$ cat config.mk
export PLATFORM = sky130hd
export DESIGN_NAME = io_bus_decoder_flat
export DESIGN_NICKNAME = d
export VERILOG_FILES = /design/src/rtl/io_bus_decoder_pkg.sv /design/src/rtl/io_bus_decoder_if.sv /design/src/rtl/io_bus_decoder_match.sv /design/src/rtl/io_bus_decoder.sv /design/src/flat_wrapper.sv
export SDC_FILE = /design/constraint.sdc
export NUM_CORES = 1
export LEC_CHECK = 0
export BUFFER_PORTS_ARGS = -buffer_cell sky130_fd_sc_hd__clkbuf_2
export CORE_ASPECT_RATIO = 0.5
export CORE_MARGIN = 2
export CORE_UTILIZATION = 35
export CTS_CLUSTER_SIZE = 28
export DETAILED_ROUTE_END_ITERATION = 16
export GPL_TIMING_DRIVEN = 0
export MAX_ROUTING_LAYER = met4
export PLACE_DENSITY = 0.66
export SYNTH_ARGS = -nofsm -noshare
export SYNTH_HDL_FRONTEND = slang
export SYNTH_SLANG_ARGS = --single-unit
$ cat constraint.sdc
create_clock -name clk -period 1.95 [get_ports clk]
set_input_delay 0.2925 -clock clk [delete_from_list [all_inputs] [get_ports clk]]
set_output_delay 0.2925 -clock clk [all_outputs]
set_load 0.02 [all_outputs]
$ cat src/rtl/io_bus_decoder_pkg.sv
// Shared types and helpers for the I/O-space decoder and its port matcher.
// Also usable by the memory-side decoder.
package io_bus_pkg;

    localparam int PORT_IDX_W = 4;

    typedef enum logic [1:0] {
        IDLE,
        SELECT,
        RESP
    } io_state_t;

    typedef struct packed {
        logic [15:0] base;
        logic [15:0] mask;
    } io_port_cfg_t;

    // A set mask bit means that address bit must equal the base bit.
    function automatic logic addr_hit(input logic [15:0] addr,
                                      input logic [15:0] base,
                                      input logic [15:0] mask);
        return ((addr ^ base) & mask) == 16'h0000;
    endfunction

endpackage

$ cat src/rtl/io_bus_decoder_if.sv
// Bus between the CPU data port, the decoder and the peripheral ports.
// The slave modport is the decoder's view; master is the view of the core plus peripherals.
interface io_bus_if #(
    parameter int NUM_PORTS = 5
);
    logic                   m_io;
    logic                   m_access;
    logic [15:1]            m_addr;
    logic                   m_wr_en;
    logic [15:0]            m_data_out;
    logic [15:0]            m_data_in;
    logic                   m_ack;
    logic [NUM_PORTS-1:0]   s_cs;
    logic [NUM_PORTS-1:0]   s_ack;
    logic [16*NUM_PORTS-1:0] s_data;
    logic [15:0]            s_data_out;
    logic                   timeout_flag;
    logic [3:0]             timeout_port;

    modport slave (
        input  m_io, m_access, m_addr, m_wr_en, m_data_out, s_ack, s_data,
        output m_data_in, m_ack, s_cs, s_data_out, timeout_flag, timeout_port
    );

    modport master (
        output m_io, m_access, m_addr, m_wr_en, m_data_out, s_ack, s_data,
        input  m_data_in, m_ack, s_cs, s_data_out, timeout_flag, timeout_port
    );

endinterface

$ cat src/rtl/io_bus_decoder_match.sv
// Combinational address matcher over a table of base/mask entries.
// Reports whether any entry hits and the lowest-index hitting entry.
module io_port_match
    import io_bus_pkg::*;
#(
    parameter int                    NUM_PORTS = 5,
    parameter logic [16*NUM_PORTS-1:0] PORT_BASE = {16'hFFFE, 16'hFFFC, 16'hFFFA, 16'hFFF0, 16'hFFF4},
    parameter logic [16*NUM_PORTS-1:0] PORT_MASK = {16'hFFFE, 16'hFFFE, 16'hFFFE, 16'hFFFA, 16'hFFFA}
) (
    input  logic [15:0]           i_addr,
    output logic                  o_hit_any,
    output logic [PORT_IDX_W-1:0] o_sel
);

    io_port_cfg_t w_cfg [NUM_PORTS];

    for (genvar g = 0; g < NUM_PORTS; g++) begin : g_cfg
        assign w_cfg[g].base = PORT_BASE[16*g +: 16];
        assign w_cfg[g].mask = PORT_MASK[16*g +: 16];
    end

    // Scanning downwards lets the lowest hitting index overwrite the rest.
    always_comb begin
        o_hit_any = 1'b0;
        o_sel     = '0;
        for (int i = NUM_PORTS - 1; i >= 0; i--) begin
            if (addr_hit(i_addr, w_cfg[i].base, w_cfg[i].mask)) begin
                o_hit_any = 1'b1;
                o_sel     = PORT_IDX_W'(i);
            end
        end
    end

endmodule

$ cat src/rtl/io_bus_decoder.sv
// Registered one-outstanding-access I/O decoder: selects a peripheral port,
// waits for its ack or a timeout, then returns a single-cycle m_ack to the core.
module io_bus_decoder
    import io_bus_pkg::*;
#(
    parameter int                    NUM_PORTS      = 5,
    parameter logic [16*NUM_PORTS-1:0] PORT_BASE    = {16'hFFFE, 16'hFFFC, 16'hFFFA, 16'hFFF0, 16'hFFF4},
    parameter logic [16*NUM_PORTS-1:0] PORT_MASK    = {16'hFFFE, 16'hFFFE, 16'hFFFE, 16'hFFFA, 16'hFFFA},
    parameter int                    TIMEOUT_CYCLES = 255,
    parameter logic [15:0]           MISS_DATA      = 16'h0000
) (
    input logic      clk,
    input logic      reset_n,
    io_bus_if.slave  bus
);

    localparam int TW = $clog2(TIMEOUT_CYCLES + 1);
    localparam logic [TW-1:0] TERM = TW'(TIMEOUT_CYCLES - 1);

    io_state_t             r_state;
    logic [PORT_IDX_W-1:0] r_sel;
    logic [TW-1:0]         r_timer;
    logic [NUM_PORTS-1:0]  r_cs;
    logic                  r_ack;
    logic [15:0]           r_data_in;
    logic [15:0]           r_data_out;
    logic                  r_timeout_flag;
    logic [3:0]            r_timeout_port;

    logic                  w_hit_any;
    logic [PORT_IDX_W-1:0] w_match_sel;
    logic [NUM_PORTS-1:0]  w_cs_next;
    logic                  w_sel_ack;
    logic [15:0]           w_sel_data;

    io_port_match #(
        .NUM_PORTS (NUM_PORTS),
        .PORT_BASE (PORT_BASE),
        .PORT_MASK (PORT_MASK)
    ) u_match (
        .i_addr    ({bus.m_addr, 1'b0}),
        .o_hit_any (w_hit_any),
        .o_sel     (w_match_sel)
    );

    // r_cs is one-hot on the selected port during SELECT, so it doubles as the ack/data qualifier.
    always_comb begin
        w_cs_next  = '0;
        w_sel_data = '0;
        for (int i = 0; i < NUM_PORTS; i++) begin
            w_cs_next[i] = (w_match_sel == PORT_IDX_W'(i));
            if (r_cs[i]) begin
                w_sel_data = bus.s_data[16*i +: 16];
            end
        end
        w_sel_ack = |(bus.s_ack & r_cs);
    end

    always_ff @(posedge clk) begin
        if (!reset_n) begin
            r_state        <= IDLE;
            r_sel          <= '0;
            r_timer        <= '0;
            r_cs           <= '0;
            r_ack          <= 1'b0;
            r_data_in      <= '0;
            r_data_out     <= '0;
            r_timeout_flag <= 1'b0;
            r_timeout_port <= '0;
        end else begin
            r_ack <= 1'b0;
            case (r_state)
                IDLE: begin
                    r_timer   <= '0;
                    r_data_in <= '0;
                    if (bus.m_access && bus.m_io) begin
                        r_sel      <= w_match_sel;
                        r_data_out <= bus.m_data_out;
                        if (w_hit_any) begin
                            r_cs    <= w_cs_next;
                            r_state <= SELECT;
                        end else begin
                            r_ack     <= 1'b1;
                            r_data_in <= MISS_DATA;
                            r_state   <= RESP;
                        end
                    end
                end
                SELECT: begin
                    // An ack in the terminal cycle still completes normally.
                    if (w_sel_ack) begin
                        r_cs      <= '0;
                        r_data_in <= w_sel_data;
                        r_ack     <= 1'b1;
                        r_state   <= RESP;
                    end else if (r_timer == TERM) begin
                        r_cs           <= '0;
                        r_data_in      <= MISS_DATA;
                        r_ack          <= 1'b1;
                        r_timeout_flag <= 1'b1;
                        r_timeout_port <= r_sel;
                        r_state        <= RESP;
                    end else begin
                        r_timer <= r_timer + 1'b1;
                    end
                end
                RESP: begin
                    r_data_in <= '0;
                    r_state   <= IDLE;
                end
                default: begin
                    r_cs    <= '0;
                    r_state <= IDLE;
                end
            endcase
        end
    end

    assign bus.s_cs         = r_cs;
    assign bus.m_ack        = r_ack;
    assign bus.m_data_in    = r_data_in;
    assign bus.s_data_out   = r_data_out;
    assign bus.timeout_flag = r_timeout_flag;
    assign bus.timeout_port = r_timeout_port;

endmodule

$ cat src/flat_wrapper.sv
// flat-port wrapper written by rule: the top's interface ports become plain ports
module io_bus_decoder_flat import io_bus_pkg::*;
#(
    parameter int                    NUM_PORTS      = 5,
    parameter logic [16*NUM_PORTS-1:0] PORT_BASE    = {16'hFFFE, 16'hFFFC, 16'hFFFA, 16'hFFF0, 16'hFFF4},
    parameter logic [16*NUM_PORTS-1:0] PORT_MASK    = {16'hFFFE, 16'hFFFE, 16'hFFFE, 16'hFFFA, 16'hFFFA},
    parameter int                    TIMEOUT_CYCLES = 255,
    parameter logic [15:0]           MISS_DATA      = 16'h0000
)
  (clk, reset_n, bus_m_io, bus_m_access, bus_m_addr, bus_m_wr_en, bus_m_data_out, bus_s_ack, bus_s_data, bus_m_data_in, bus_m_ack, bus_s_cs, bus_s_data_out, bus_timeout_flag, bus_timeout_port);
  io_bus_if #(.NUM_PORTS(NUM_PORTS)) bus_i ();
  input logic clk;
  input logic reset_n;
  input wire logic [$bits(bus_i.m_io)-1:0] bus_m_io;
  input wire logic [$bits(bus_i.m_access)-1:0] bus_m_access;
  input wire logic [$bits(bus_i.m_addr)-1:0] bus_m_addr;
  input wire logic [$bits(bus_i.m_wr_en)-1:0] bus_m_wr_en;
  input wire logic [$bits(bus_i.m_data_out)-1:0] bus_m_data_out;
  input wire logic [$bits(bus_i.s_ack)-1:0] bus_s_ack;
  input wire logic [$bits(bus_i.s_data)-1:0] bus_s_data;
  output wire logic [$bits(bus_i.m_data_in)-1:0] bus_m_data_in;
  output wire logic [$bits(bus_i.m_ack)-1:0] bus_m_ack;
  output wire logic [$bits(bus_i.s_cs)-1:0] bus_s_cs;
  output wire logic [$bits(bus_i.s_data_out)-1:0] bus_s_data_out;
  output wire logic [$bits(bus_i.timeout_flag)-1:0] bus_timeout_flag;
  output wire logic [$bits(bus_i.timeout_port)-1:0] bus_timeout_port;
  assign bus_i.m_io = bus_m_io;
  assign bus_i.m_access = bus_m_access;
  assign bus_i.m_addr = bus_m_addr;
  assign bus_i.m_wr_en = bus_m_wr_en;
  assign bus_i.m_data_out = bus_m_data_out;
  assign bus_i.s_ack = bus_s_ack;
  assign bus_i.s_data = bus_s_data;
  assign bus_m_data_in = bus_i.m_data_in;
  assign bus_m_ack = bus_i.m_ack;
  assign bus_s_cs = bus_i.s_cs;
  assign bus_s_data_out = bus_i.s_data_out;
  assign bus_timeout_flag = bus_i.timeout_flag;
  assign bus_timeout_port = bus_i.timeout_port;
  io_bus_decoder #(.NUM_PORTS(NUM_PORTS), .PORT_BASE(PORT_BASE), .PORT_MASK(PORT_MASK), .TIMEOUT_CYCLES(TIMEOUT_CYCLES), .MISS_DATA(MISS_DATA)) u_core (.clk(clk), .reset_n(reset_n), .bus(bus_i));
endmodule
==> flow_metrics.tcl <==
set metrics [dict create \
    status "completed" \
    internal-power_mw 1.75 \
    p_sw_share_pct 24.3 \
    drv_slew 0 \
    wirelength_um 8860 \
    nets 630 \
    fmax_mhz 542 \
    max_cap_viol_count 0 \
    period_needed_ns 1.85 \
    synth.net_count 456 \
    endpoint "u_core.bus.timeout_port[1]$_SDFFE_PN0P_" \
    clock_latency_ns 0.30 \
    post-route-util_pct 50.7 \
    crit_start "u_core.bus.s_cs[3]$_SDFFE_PN0P_" \
    avgSynthCellArea_um2 8.58 \
    min_from "bus_m_data_out[14]" \
    fp.dieH_um 67.9 \
    cp.required_ns 2.14 \
    ant_nets 0 \
    htree_levels 2 \
    grt_pass1_vias 2756 \
    setup.worst_path.end_class "flop" \
    synth_area_um2 2860 \
    layout_commonest_cell "clkbuf_2" \
    p_sw_uw 560 \
    die_x_um 132 \
    final_cell_mix "clkbuf_2 (163), dfxtp_1 (53), nand2_1 (50), nor2b_1 (21), nand2b_1 (20)" \
    grt_util_all_layers_pct 19.8 \
    grt_pass1_wl_um 13800 \
    coreArea_um2 7970 \
    ys_ff_latch 55 \
    setup_tns_ns 0 \
    crit_path_cell_trace "a222oi_1 -> nand2_1 -> buf_6 -> nor4_4 -> buf_4 -> mux2i_1 -> nor2b_1" \
    drive_gt1_share_pct 38.6 \
    cts_buffer_depth 2 \
    avgRoutedWirePerCell_um 14.3 \
    seq_power_share_pct 49.7 \
    area_delta_synth_final_pct 41.6 \
    synth_top_cell_area_share_pct 38.5 \
    arrival_ns 2.03 \
    globalplace.congestion 0.822 \
    yosys_warnings 0 \
    crit_slowest_cell "a222oi_1" \
    cpPeakStageDelay_ns 0.39 \
    hold_class "input pin to flop" \
    ff2ff_setup_slack_ns 0.10 \
    drcViolationCount 0 \
    vias 3082 \
    hold_buffers 0 \
    cp-start-kind "flop" \
    rsz0062_at_grt "yes" \
    powerDensity_nw_per_um2 570 \
    ys_seq_area_share_pct 38.5 \
    diodes 0 \
    start_util_pct 35.8 \
    cts_sinks 55 \
    yosysTopAreaCell "dfxtp_1" \
    antenna_found_initial 0 \
    total_power_mw 2.30 \
    port_buffers 160 \
    final_area_um2 4040 \
    maxSlewHeadroom_pct 58.8 \
    ioPinCount 164 \
    numCtsBuffers 5 \
    worst_pin_slew_ns 0.613 \
    syn_inst 333 \
    dpl.hpwl_um 6730 \
    comb_power_share_pct 10.3 \
    timing.hold.ws_ns 0.215 \
    placed_area_um2 3800 \
    drt_first_pass_iters 4 \
    cts-root-buf "clkbuf_16" \
    p_clk_share_pct 40.0 \
    worstPathMaxFanout 8 \
    hold_viol_final 0 \
    synth-edff-count 0 \
    r2r-start "u_core.bus.s_cs[3]$_SDFFE_PN0P_" \
    setup_viol 0 \
    r2r-end "u_core.bus.timeout_port[1]$_SDFFE_PN0P_" \
    synthFlopType "dfxtp_1" \
    dp.cells 605 \
    grt_overflow 0 \
    skew_ns 0.00892 \
    vias_per_cell 4.97 \
    clk_pin_slew_worst_paths_ns 0.08 \
    synth.distinct_cells 42 \
    post-route-period-util_pct 94.7 \
    rows 23 \
    critPathKind "flop to flop" \
    reg2reg_depth 7 \
    cts_tree "built" \
    synthArstFlopShare_pct 0 \
    fin_cells 620 \
    peakVddDrop_mv 0.328 \
    ys_top_cells_by_area "dfxtp_1 (39%), nand2_1 (6.6%), a32o_1 (5.6%), a21boi_0 (5.0%), a221oi_1 (4.9%)" \
    pre_cts_ws_ns -0.0573 \
    leakage_nw 1.70 \
    drtIter0Drc 150 \
    dieArea_um2 8940 \
    fin_ws_ns 0.103 \
    grt_max_degree 19 \
]
## layer usage
metal  wire length (µm)  GRT usage [%]  vias to the layer above
met3                485           4.74                        4
li1                   -              -                     1571
met4                 44           3.94                        0
met2               4170           33.4                       97
met1               4160           24.9                     1410
met5                  0              -                        -
## power groups by stage
stage               registers, mW  clock network [mW]  logic [mW]
global route                 1.15                1.00       0.265
floorplan                    1.19                   0      0.0657
detailed placement           1.17                   0       0.237
global placement             1.17                   0       0.236
CTS                          1.15               0.949       0.239
finish                       1.15               0.921       0.238
## final cells by class
| type | count | area, µm² |
|---|---|---|
| fill | 825 | 3930 |
| tap | 112 | 140 |
| timing repair buffer | 168 | 871 |
| inverter | 1 | 3.75 |
| sequential | 55 | 1110 |
| buffer | 26 | 128 |
| clock buffer | 5 | 125 |
| multi-input combinational | 250 | 1650 |
| clock inverter | 3 | 23.8 |
## cells in the mapped netlist (2+ instances only)
| master | number |
|---|---|
| a21boi_0 | 19 |
| a21o_1 | 2 |
| a21oi_1 | 19 |
| a221oi_1 | 16 |
| a22o_1 | 2 |
| a22oi_1 | 2 |
| a31oi_1 | 3 |
| a32o_1 | 16 |
| and2_1 | 2 |
| buf_2 | 2 |
| buf_4 | 2 |
| buf_6 | 2 |
| clkbuf_1 | 21 |
| dfxtp_1 | 55 |
| ha_1 | 2 |
| mux2i_1 | 4 |
| nand2_1 | 50 |
| nand2b_1 | 20 |
| nand3_1 | 3 |
| nand4_1 | 6 |
| nor2_1 | 13 |
| nor2_2 | 2 |
| nor2b_1 | 21 |
| nor3_1 | 5 |
| nor4_1 | 6 |
| o31ai_1 | 17 |
| xnor2_1 | 6 |
## logic make-up after synthesis
kind of cell,share of synthesized area [%]
flip-flops,38.5
buffers and inverters,4.56
AO/OA/AOI/OAI,27.9
AND/OR/NAND/NOR,24.4
adder cells (fa/ha/maj),0.876
other,0.131
XOR/XNOR,2.15
multiplexers,1.40
## repair_timing
action,4_1_cts,5_1_grt
gates resized for setup,4,11
setup endpoints to repair,22,25
pin swaps,2,4
cloned,0,1
buffers inserted,1,6
## state kept, by name, indices dropped and copies added (netlist names)
signal                   count
u_core.bus.timeout_port      3
u_core.bus.timeout_flag      1
u_core.bus.s_data_out       16
u_core.bus.s_cs              5
u_core.r_sel                 3
u_core.r_state               2
u_core.bus.m_data_in        16
u_core.r_timer               8
u_core.bus.m_ack             1
## critical path, delay by kind of cell (launching register included)
kind                   cells  cell delay (ns)
and+or+nand+nor            3             0.43
AOI/OAI and AO/OA          1             0.39
muxes                      1             0.19
DFF                        1             0.38
buffers and inverters      2             0.36
## worst min-delay path by stage
stage	end	cells after the start
after floorplan	u_core.bus.s_cs[4]$_SDFFE_PN0P_	1
after global placement	u_core.bus.timeout_flag$_SDFFE_PN0P_	1
after detailed placement	u_core.bus.timeout_flag$_SDFFE_PN0P_	1
after CTS	u_core.bus.s_data_out[2]$_SDFFE_PN0P_	3
after global routing	u_core.bus.s_data_out[5]$_SDFFE_PN0P_	3
final	u_core.bus.s_data_out[14]$_SDFFE_PN0P_	3
Note: power is estimated with default switching activity, not from simulation.
